===== config.mk =====
export PLATFORM = sky130hd
export DESIGN_NAME = mem_port_arbiter
export DESIGN_NICKNAME = d
export VERILOG_FILES = /design/src/rtl/mem_port_arbiter.sv
export SDC_FILE = /design/constraint.sdc
export NUM_CORES = 1
export LEC_CHECK = 0
export BUFFER_PORTS_ARGS = -buffer_cell sky130_fd_sc_hd__buf_2
export CORE_MARGIN = 4
export CORE_UTILIZATION = 39
export DETAILED_ROUTE_END_ITERATION = 6
export GPL_ROUTABILITY_DRIVEN = 0
export MAX_ROUTING_LAYER = met4
export PLACE_DENSITY = 0.88
export SKIP_CTS_REPAIR_TIMING = 1
export SLEW_MARGIN = 40
export SYNTH_ARGS = -nofsm -noshare
export SYNTH_HDL_FRONTEND = slang
export SYNTH_SLANG_ARGS = --single-unit

===== constraint.sdc =====
create_clock -name clk -period 1.8 [get_ports clk]
set_input_delay 0.54 -clock clk [delete_from_list [all_inputs] [get_ports clk]]
set_output_delay 0.54 -clock clk [all_outputs]
set_load 0.1 [all_outputs]

===== src/rtl/mem_port_arbiter.sv =====
// Round-robin arbiter between the CPU and a debug/loader master for the shared
// 64-word memory; one latched transaction runs through IDLE -> ACCESS [-> RESP].
module mem_port_arbiter #(
  parameter int ADDR_W   = 6,
  parameter int DATA_W   = 32,
  parameter int LOCK_MAX = 8
) (
  input  logic              clk,
  input  logic              rst,
  input  logic              cpu_req,
  input  logic              cpu_we,
  input  logic [ADDR_W-1:0] cpu_addr,
  input  logic [DATA_W-1:0] cpu_wdata,
  output logic              cpu_ack,
  output logic [DATA_W-1:0] cpu_rdata,
  input  logic              dbg_req,
  input  logic              dbg_we,
  input  logic              dbg_lock,
  input  logic [ADDR_W-1:0] dbg_addr,
  input  logic [DATA_W-1:0] dbg_wdata,
  output logic              dbg_ack,
  output logic [DATA_W-1:0] dbg_rdata,
  output logic              mem_we,
  output logic [ADDR_W-1:0] mem_waddr,
  output logic [DATA_W-1:0] mem_wdata,
  output logic [ADDR_W-1:0] mem_raddr,
  input  logic [DATA_W-1:0] mem_rdata,
  output logic              busy,
  output logic              owner
);

  localparam logic [1:0] S_IDLE   = 2'd0;
  localparam logic [1:0] S_ACCESS = 2'd1;
  localparam logic [1:0] S_RESP   = 2'd2;

  localparam int LCNT_W = ($clog2(LOCK_MAX + 1) > 4) ? $clog2(LOCK_MAX + 1) : 4;
  localparam logic [LCNT_W-1:0] LOCK_LIM = LCNT_W'(LOCK_MAX);

  logic [1:0]        state_q, state_d;
  logic              owner_q, owner_d;
  logic              we_q, we_d;
  logic [ADDR_W-1:0] addr_q, addr_d;
  logic [DATA_W-1:0] wdata_q, wdata_d;
  logic [LCNT_W-1:0] lock_cnt_q, lock_cnt_d;

  logic lock_hold;
  logic dbg_wins;
  logic grant_cpu;
  logic grant_dbg;

  // Debug keeps the port only while it already owns it and the burst budget remains.
  assign lock_hold = dbg_lock && owner_q && (lock_cnt_q < LOCK_LIM);

  always_comb begin
    state_d    = state_q;
    owner_d    = owner_q;
    we_d       = we_q;
    addr_d     = addr_q;
    wdata_d    = wdata_q;
    lock_cnt_d = lock_cnt_q;
    dbg_wins   = 1'b0;
    grant_cpu  = 1'b0;
    grant_dbg  = 1'b0;

    case (state_q)
      S_IDLE: begin
        if (cpu_req || dbg_req) begin
          if (cpu_req && dbg_req) begin
            dbg_wins = lock_hold || !owner_q;
          end else begin
            dbg_wins = dbg_req;
          end
          grant_dbg = dbg_wins;
          grant_cpu = !dbg_wins;
          owner_d   = dbg_wins;
          we_d      = dbg_wins ? dbg_we    : cpu_we;
          addr_d    = dbg_wins ? dbg_addr  : cpu_addr;
          wdata_d   = dbg_wins ? dbg_wdata : cpu_wdata;
          state_d   = S_ACCESS;
        end
      end
      S_ACCESS: state_d = we_q ? S_IDLE : S_RESP;
      S_RESP:   state_d = S_IDLE;
      default:  state_d = S_IDLE;
    endcase

    if (!dbg_lock || grant_cpu) begin
      lock_cnt_d = '0;
    end else if (grant_dbg && cpu_req && (lock_cnt_q < LOCK_LIM)) begin
      lock_cnt_d = lock_cnt_q + LCNT_W'(1);
    end
  end

  always_ff @(posedge clk) begin
    if (rst) begin
      state_q    <= S_IDLE;
      owner_q    <= 1'b1;
      we_q       <= 1'b0;
      addr_q     <= '0;
      wdata_q    <= '0;
      lock_cnt_q <= '0;
    end else begin
      state_q    <= state_d;
      owner_q    <= owner_d;
      we_q       <= we_d;
      addr_q     <= addr_d;
      wdata_q    <= wdata_d;
      lock_cnt_q <= lock_cnt_d;
    end
  end

  logic done;

  // Reset in the same cycle kills both the write strobe and the completion pulse.
  assign done      = !rst && (((state_q == S_ACCESS) && we_q) || (state_q == S_RESP));
  assign mem_we    = !rst && (state_q == S_ACCESS) && we_q;
  assign mem_waddr = addr_q;
  assign mem_raddr = addr_q;
  assign mem_wdata = wdata_q;
  assign cpu_ack   = done && !owner_q;
  assign dbg_ack   = done && owner_q;
  assign cpu_rdata = mem_rdata;
  assign dbg_rdata = mem_rdata;
  assign busy      = (state_q != S_IDLE);
  assign owner     = owner_q;

endmodule


* Yosys cells after proc, flatten, opt, wreduce, memory -nomap -nowiden *
Index checks and enable logic that the tools add are counted.

cells by class
  $add $sub $neg = 1
  $lt $le $gt $ge = 1
  eq/ne operators = 3
  multiplexer cells = 13
  reductions and logical operators = 23

operators with widths
  cell                                                              count
  32-bit two-way mux                                                1
  1-bit logical AND                                                 11
  1-bit two-way mux                                                 8
  6-bit two-way mux                                                 1
  4-bit by 1-bit adder with 4-bit output (second input constant)    1
  1-bit zero test                                                   4
  1-bit logical OR                                                  4
  4-bit less-than comparator (second input constant)                1
  2-bit two-way mux                                                 2
  2-bit case mux with 2 select lines                                1
  2-bit by 1-bit == test with 1-bit output (second input constant)  1
  2-bit == test (second input constant)                             1
  2-bit zero test                                                   1
  2-bit inequality test (second input constant)                     1
  2-bit AND reduction                                               1
  2-bit nonzero test                                                1
  2-bit OR reduction                                                1

word-level totals
  bits in registers = 46
  input bits = 115
  output and inout bits = 113

* Logic depth before layout (Yosys ltp) *
Gate-level depths: netlist (run 1).

  word-level depth = 11
  gate-level depth with buffers = 6
  mapped depth without buffers = 5

* Worst setup path before layout (run 1) *
OpenSTA, ideal clock, no wires.

  kind = input port to output port
  start = input port rst
  end = output port mem_we
  arrival time = 3,640 ps
  data required time = 1,260 ps
  path slack = -2,380 ps
  cell stages on the path = 2
  cells stage by stage = clkbuf_1 -> nor4bb_1

between the ends
  cells in the longest elaborated chain, start to end = 3

RTL lines
  what                            line  text
  start, declared                 9     input logic rst,
  1-bit zero test                 116   assign mem_we = !rst && (state_q == S_ACCESS) && we_q;
  1-bit logical AND (2 in a row)  116
  end, declared                   23    output logic mem_we,

No other way between the ends.

* Worst setup path after layout (run 1) *
  start = register state_q[1]
  end = output port dbg_ack

between the ends
  cells in the longest elaborated chain, start to end = 5

RTL lines
  what                                      line  text
  start, declared                           39    logic [1:0] state_q, state_d;
  start signal, assigned                    103   state_q <= state_d;
  2-bit by 1-bit == test with 1-bit output  115   assign done = !rst && (((state_q == S_ACCESS) && we_q) || (state_q == S_RESP));
  1-bit logical AND                         115
  1-bit logical OR (*)                      115
  1-bit logical AND (*)                     115
  1-bit logical AND (*)                     121   assign dbg_ack = done && owner_q;
  end, declared                             21    output logic dbg_ack,

Mark *: on every way between the ends. The rest lies on a longest branch, timed or not.

==> run_results.csv, run 1 <==
group,metric,value,unit
run_status,outcome,"complete, but fails checks",
run_status,violations,"setup timing",
timing,tightest_slew,0.575,ns
detailed_routing,viasPerCell,4.91,
logic_synthesis,synth_nets,409,
die,die-width,92.4,µm
clock_network,cts_buffers,5,
detailed_routing,drtAntennaViolNets,0,
logic_synthesis,syn_inst,293,
logic_synthesis,synthArstFlopShare,0,
timing,drv_slew,0,
critical_path,end_kind,"output pin",
timing,timing.final.crit_share,1.14,
power,p_leak,1.60,nW
timing,finalHoldViolCount,0,
global_routing,met3_usage,0.0398,
logic_synthesis,synth.area.top_cells,"dfxtp_1 33%, buf_4 20%, mux2i_1 14%",
global_routing,grt_use_met2,0.279,
critical_path,cp_cell_sequence,"nand3b_1, a211oi_4, buf_12",
critical_path,crit_type,"register to output pin",
placed_design,place_inst,445,
logic_synthesis,ys_types,33,
final_layout,fin_area,3280,µm²
power,p_per_area,1050,nW/µm²
final_layout,drive_gt1_frac,0.535,
die,fp.dieH,92.4,µm
final_layout,final_common_cell,"buf_2",
placed_design,portBuffers,131,
logic_synthesis,yosysTopAreaCell,"dfxtp_1",
die,dieArea,8540,µm²
logic_synthesis,syn_area,2780,µm²
critical_path,max_stage_delay,0.38,ns
power,ir_worst_vdd,0.000451,V
clock_network,clk_pin_slew_worst_paths,0.09,ns
logic_synthesis,ys_warn_count,0,
critical_path,worstPathArrival,1.51,ns
logic_synthesis,ys_ff_latch,46,
clock_network,clock_sinks,46,
global_routing,grt.overflow.total,0,
placed_design,placed_area,3180,µm²
detailed_routing,num_vias,2223,
die,core,6870,µm²
global_routing,grt_pass1_vias,2164,
final_layout,area_growth,18.1,%
timing,rsz0062_at_grt,"true",
global_routing,antenna_found_initial,0,
die,start_util,0.405,
global_routing,grt_max_degree,43,
final_layout,fin_nets,473,
global_routing,grt_pass1_wl,10.2,mm
timing,setup_viol,4,
timing,fmax,0.489,GHz
global_routing,gr-usage-met1,0.150,
final_layout,final_cell_mix,"127 x buf_2, 43 x nor2_1, 40 x mux2i_1",
placed_design,dp_hpwl,5.26,mm
logic_synthesis,syn_area_per_cell,9.48,µm²
clock_network,root_buffer,"clkbuf_8",
timing,maxSlewHeadroom,0.612,
final_layout,final_cells,453,
critical_path,cp.required,1.26,ns
detailed_routing,wl,6.54,mm
logic_synthesis,synth_edf_count,0,
logic_synthesis,synth_ff_type,"dfxtp_1",
power,report.power.total,3.44,mW
clock_network,clock_latency,0.29,ns
detailed_routing,post_drt_wl_per_cell,14.4,µm
detailed_routing,drt_iter0_markers,30,
critical_path,slowest_stage,"dfxtp_4",
die,rows,30,
final_layout,antennaDiodeCount,0,
logic_synthesis,ys_seq_area_frac,0.331,
timing,worst_slack,-0.245,ns
critical_path,path_max_fanout,6,
critical_path,critical_path_buf_inv_count,1,
flow_run,cap_viol_max_count,0,
detailed_routing,drc,0,
clock_network,clockBufferDepth,2,
clock_network,cts_tree,"built",
logic_synthesis,synth_top_area_share,0.331,
timing,min_period,2.05,ns
detailed_routing,dr.pass1.iters,4,
critical_path,cp_top_family,"flip-flops",
global_routing,grt_use_total,0.151,
worst_hold_path,hold_path_class,"register to register",
critical_path,critPathLaunchType,"register",
die,pin_count,228,
global_routing,grt_busiest_layer,"met2",
timing,fin_worst_skew,0.0107,ns
clock_network,cts.htree.levels,2,
[through the flow]
| stage | utilization | worst slack (ns) | hold slack [ns] | setup TNS [ns] |
|---|---|---|---|---|
| detailed placement | 0.464 | -0.0396 | 0.493 | -0.208 |
| finish | 0.478 | -0.245 | 0.501 | -0.491 |
| CTS | 0.475 | -0.271 | 0.504 | -0.590 |
| floorplan | - | -0.536 | 0.436 | -1.48 |
| global placement | 0.464 | 0.0166 | 0.483 | 0 |
| global route | 0.478 | -0.318 | 0.525 | -0.767 |
[flip-flops by register name (all words and copies together), names as in the netlist]
register / flops
lock_cnt_q: 4
mem_raddr: 6
mem_wdata: 32
owner: 1
state_q: 2
we_q: 1
[layer usage]
layer / routed length, µm / vias to the layer above / part of all wire
li1: - / 1080 / -
met1: 2290 / 1010 / 0.35
met2: 3500 / 108 / 0.53
met3: 571 / 25 / 0.087
met4: 179 / 0 / 0.027
met5: 0 / - / 0
[worst min-delay path, cell delays in order, from the launching register on]
cell      delay [ns]
dfxtp_1         0.31
nor2_1          0.09
a211oi_1        0.05
[power by group]
part           leakage (nW)  switching, mW  internal [mW]
sequential            0.384         0.0686           1.13
clock                0.0438          0.325          0.261
combinational          1.17           1.27          0.386
[cells by family (layout without fill, tap and decap cells)]
logic type / Yosys count / count (layout) / share of synthesized area
mux: 40 / 40 / 0.144
buf+inv: 91 / 155 / 0.235
simple gates: 64 / 64 / 0.109
flops: 46 / 46 / 0.331
fa+ha+maj: 1 / 1 / 0.00450
compound gates: 51 / 51 / 0.175
[layout make-up]
class	count	area [µm²]
flip-flops and latches	46	937
clock buffers	5	68.8
inverters	2	11.3
well taps	96	120
fillers	649	3590
clock inverters	2	10.0
repair buffers	146	870
multi-input cells	156	1260
[path summary, 6_finish.rpt]
check | startpoint | endpoint | slack (ns) | cells after the start
setup / recovery | state_q[1] | dbg_ack | -0.25 | 3
hold reg to reg | mem_wdata[23] | mem_wdata[23] | 0.50 | 2
hold / removal | mem_wdata[23] | mem_wdata[23] | 0.50 | 2
setup reg to reg | state_q[1] | mem_wdata[26] | 0.24 | 7
[synthesized netlist by cell type, types with 2 or more instances]
| cell type | count |
|---|---|
| mux2i_1 | 40 |
| buf_8 | 2 |
| clkbuf_1 | 5 |
| buf_4 | 73 |
| dfxtp_1 | 46 |
| nand4_1 | 2 |
| nor2_1 | 44 |
| nand2b_1 | 3 |
| nand3b_1 | 2 |
| buf_2 | 7 |
| a211oi_1 | 22 |
| nor4b_1 | 2 |
| nor2b_1 | 2 |
| inv_1 | 2 |
| a211oi_2 | 20 |
| nand3_1 | 4 |
Power figures use the tool's default switching activity.
==> run 2, diff against run 1 <==
--- a/config.mk
+++ b/config.mk
@@ -10,6 +10,7 @@
 export CORE_UTILIZATION = 39
 export DETAILED_ROUTE_END_ITERATION = 6
 export GPL_ROUTABILITY_DRIVEN = 0
+export GPL_TIMING_DRIVEN = 0
 export MAX_ROUTING_LAYER = met4
 export PLACE_DENSITY = 0.88
 export SKIP_CTS_REPAIR_TIMING = 1
==> run_results.csv, run 2 (synthesized netlist as in run 1, its figures left out) <==
group,metric,value,unit
timing,fin_tns_setup,-0.467,ns
clock_network,cts.htree.levels,2,
timing,rsz0062_at_grt,"true",
die,start_util,0.405,
detailed_routing,drc,0,
critical_path,end_kind,"output pin",
timing,finalHoldViolCount,0,
power,report.power.total,4.22,mW
placed_design,portBuffers,195,
timing,setup_viol,3,
critical_path,slowest_stage,"dfxtp_4",
detailed_routing,num_vias,2746,
timing,drv_slew,0,
critical_path,path_max_fanout,4,
clock_network,root_buffer,"clkbuf_8",
detailed_routing,viasPerCell,4.62,
global_routing,grt.overflow.total,0,
die,die-width,92.4,µm
worst_hold_path,hold_path_class,"register to register",
critical_path,worstPathArrival,1.46,ns
critical_path,cp_cell_sequence,"nand3b_1, a211oi_4, buf_12",
final_layout,antennaDiodeCount,0,
final_layout,final_cell_mix,"194 x buf_2, 76 x buf_4, 43 x nor2_1",
clock_network,clock_latency,0.29,ns
clock_network,cts_buffers,5,
flow_run,cap_viol_max_count,0,
power,combPwrFrac,0.576,
die,pin_count,228,
detailed_routing,dr.pass1.iters,4,
global_routing,grt_max_degree,13,
critical_path,cp.required,1.26,ns
final_layout,fillers,602,
final_layout,final_common_cell,"buf_2",
final_layout,largest_register_ffs,32,
timing,fmax,0.499,GHz
final_layout,area_growth,49.4,%
timing,tightest_slew,0.727,ns
run_status,outcome,"complete, but fails checks",
power,clkPwrFrac,0.139,
power,p_leak,2.21,nW
placed_design,dp_hpwl,6.80,mm
timing,fin_worst_skew,0.0105,ns
die,core,6870,µm²
clock_network,cts_tree,"built",
detailed_routing,post_drt_wl_per_cell,13.6,µm
detailed_routing,drtAntennaViolNets,0,
critical_path,critical_path_buf_inv_count,1,
power,p_switching,2.27,mW
timing,maxSlewHeadroom,0.510,
critical_path,critPathLaunchType,"register",
die,fp.dieH,92.4,µm
global_routing,grt_pass1_vias,2790,
critical_path,max_stage_delay,0.37,ns
global_routing,antenna_found_initial,0,
power,p_per_area,1020,nW/µm²
final_layout,final_cells,594,
placed_design,dp_slack,-0.463,ns
final_layout,fin_nets,614,
power,ir_worst_vdd,0.000469,V
power,p_sw_frac,0.538,
global_routing,grt_pass1_wl,12.6,mm
critical_path,cp_top_family,"flip-flops",
global_routing,grt_use_total,0.184,
clock_network,clk_pin_slew_worst_paths,0.08,ns
timing,timing.final.crit_share,1.11,
detailed_routing,drt_iter0_markers,65,
clock_network,clock_sinks,46,
timing,min_period,2.00,ns
timing,worst_slack,-0.203,ns
run_status,violations,"setup timing",
critical_path,crit_type,"register to output pin",
detailed_routing,wl,8.11,mm
power,p_seq_frac,0.286,
final_layout,drive_gt1_frac,0.655,
die,dieArea,8540,µm²
placed_design,place_inst,584,
power,p_int,1.95,mW
die,rows,30,
clock_network,clockBufferDepth,2,
timing,fin_hold_ws,0.500,ns
run 2: changes by cell type in the layout (fill, tap and decap cells not counted), sizes merged:
cell	before	now
clkinv	2	0
clkbuf	5	12
buf	146	282
run 2: final cells by class:
| cell class | count | area [µm²] | area share |
|---|---|---|---|
| Multi-Input combinational cell | 156 | 1260 | 0.302 |
| Timing Repair Buffer | 198 | 1060 | 0.254 |
| Sequential cell | 46 | 935 | 0.225 |
| Clock buffer | 7 | 76.3 | 0.0184 |
| Tap cell | 96 | 120 | 0.0289 |
| Buffer | 89 | 698 | 0.168 |
| Inverter | 2 | 11.3 | 0.00271 |
run 2: metal layers:
metal / global-route usage / wire length, µm / part of all wire / vias up
li1: - / - / - / 1363
met1: 0.196 / 2880 / 0.35 / 1222
met2: 0.338 / 4320 / 0.53 / 149
met3: 0.0455 / 799 / 0.099 / 12
met4: 0.0520 / 114 / 0.014 / 0
met5: - / 0 / 0 / -
run 2: worst paths after layout:
path / startpoint / cells after the start / slack (ns) / to
hold / removal: lock_cnt_q[0] / 1 / 0.50 / lock_cnt_q[0]
hold reg to reg: lock_cnt_q[0] / 1 / 0.50 / lock_cnt_q[0]
setup / recovery: state_q[1] / 3 / -0.20 / cpu_ack
setup reg to reg: state_q[1] / 8 / 0.10 / mem_wdata[0]
run 2: power groups by stage:
stage / Combinational (mW) / Sequential [mW] / Clock, mW
global route: 2.52 / 1.22 / 0.660
CTS: 2.41 / 1.21 / 0.611
floorplan: 1.28 / 1.98 / 0
finish: 2.43 / 1.20 / 0.585
global placement: 2.38 / 1.22 / 0
detailed placement: 2.41 / 1.23 / 0
run 2: per-stage QoR:
stage / cell area, µm² / util
5_1_grt: 4150 / 0.605
3_3_place_gp: 3990 / 0.580
6_report: 4150 / 0.605
3_5_place_dp: 3990 / 0.580
2_1_floorplan: 2890 / -
4_1_cts: 4060 / 0.591
run 2: worst register-to-register path: stages, from the launching register on:
cell and delay [ns]:
dfxtp_4 0.37, buf_4 0.16, nor2_4 0.11, clkinvlp_4 0.12, buf_4 0.15, nor2_4 0.16, buf_2 0.26, nor2_1 0.06
a211oi_1 0.22
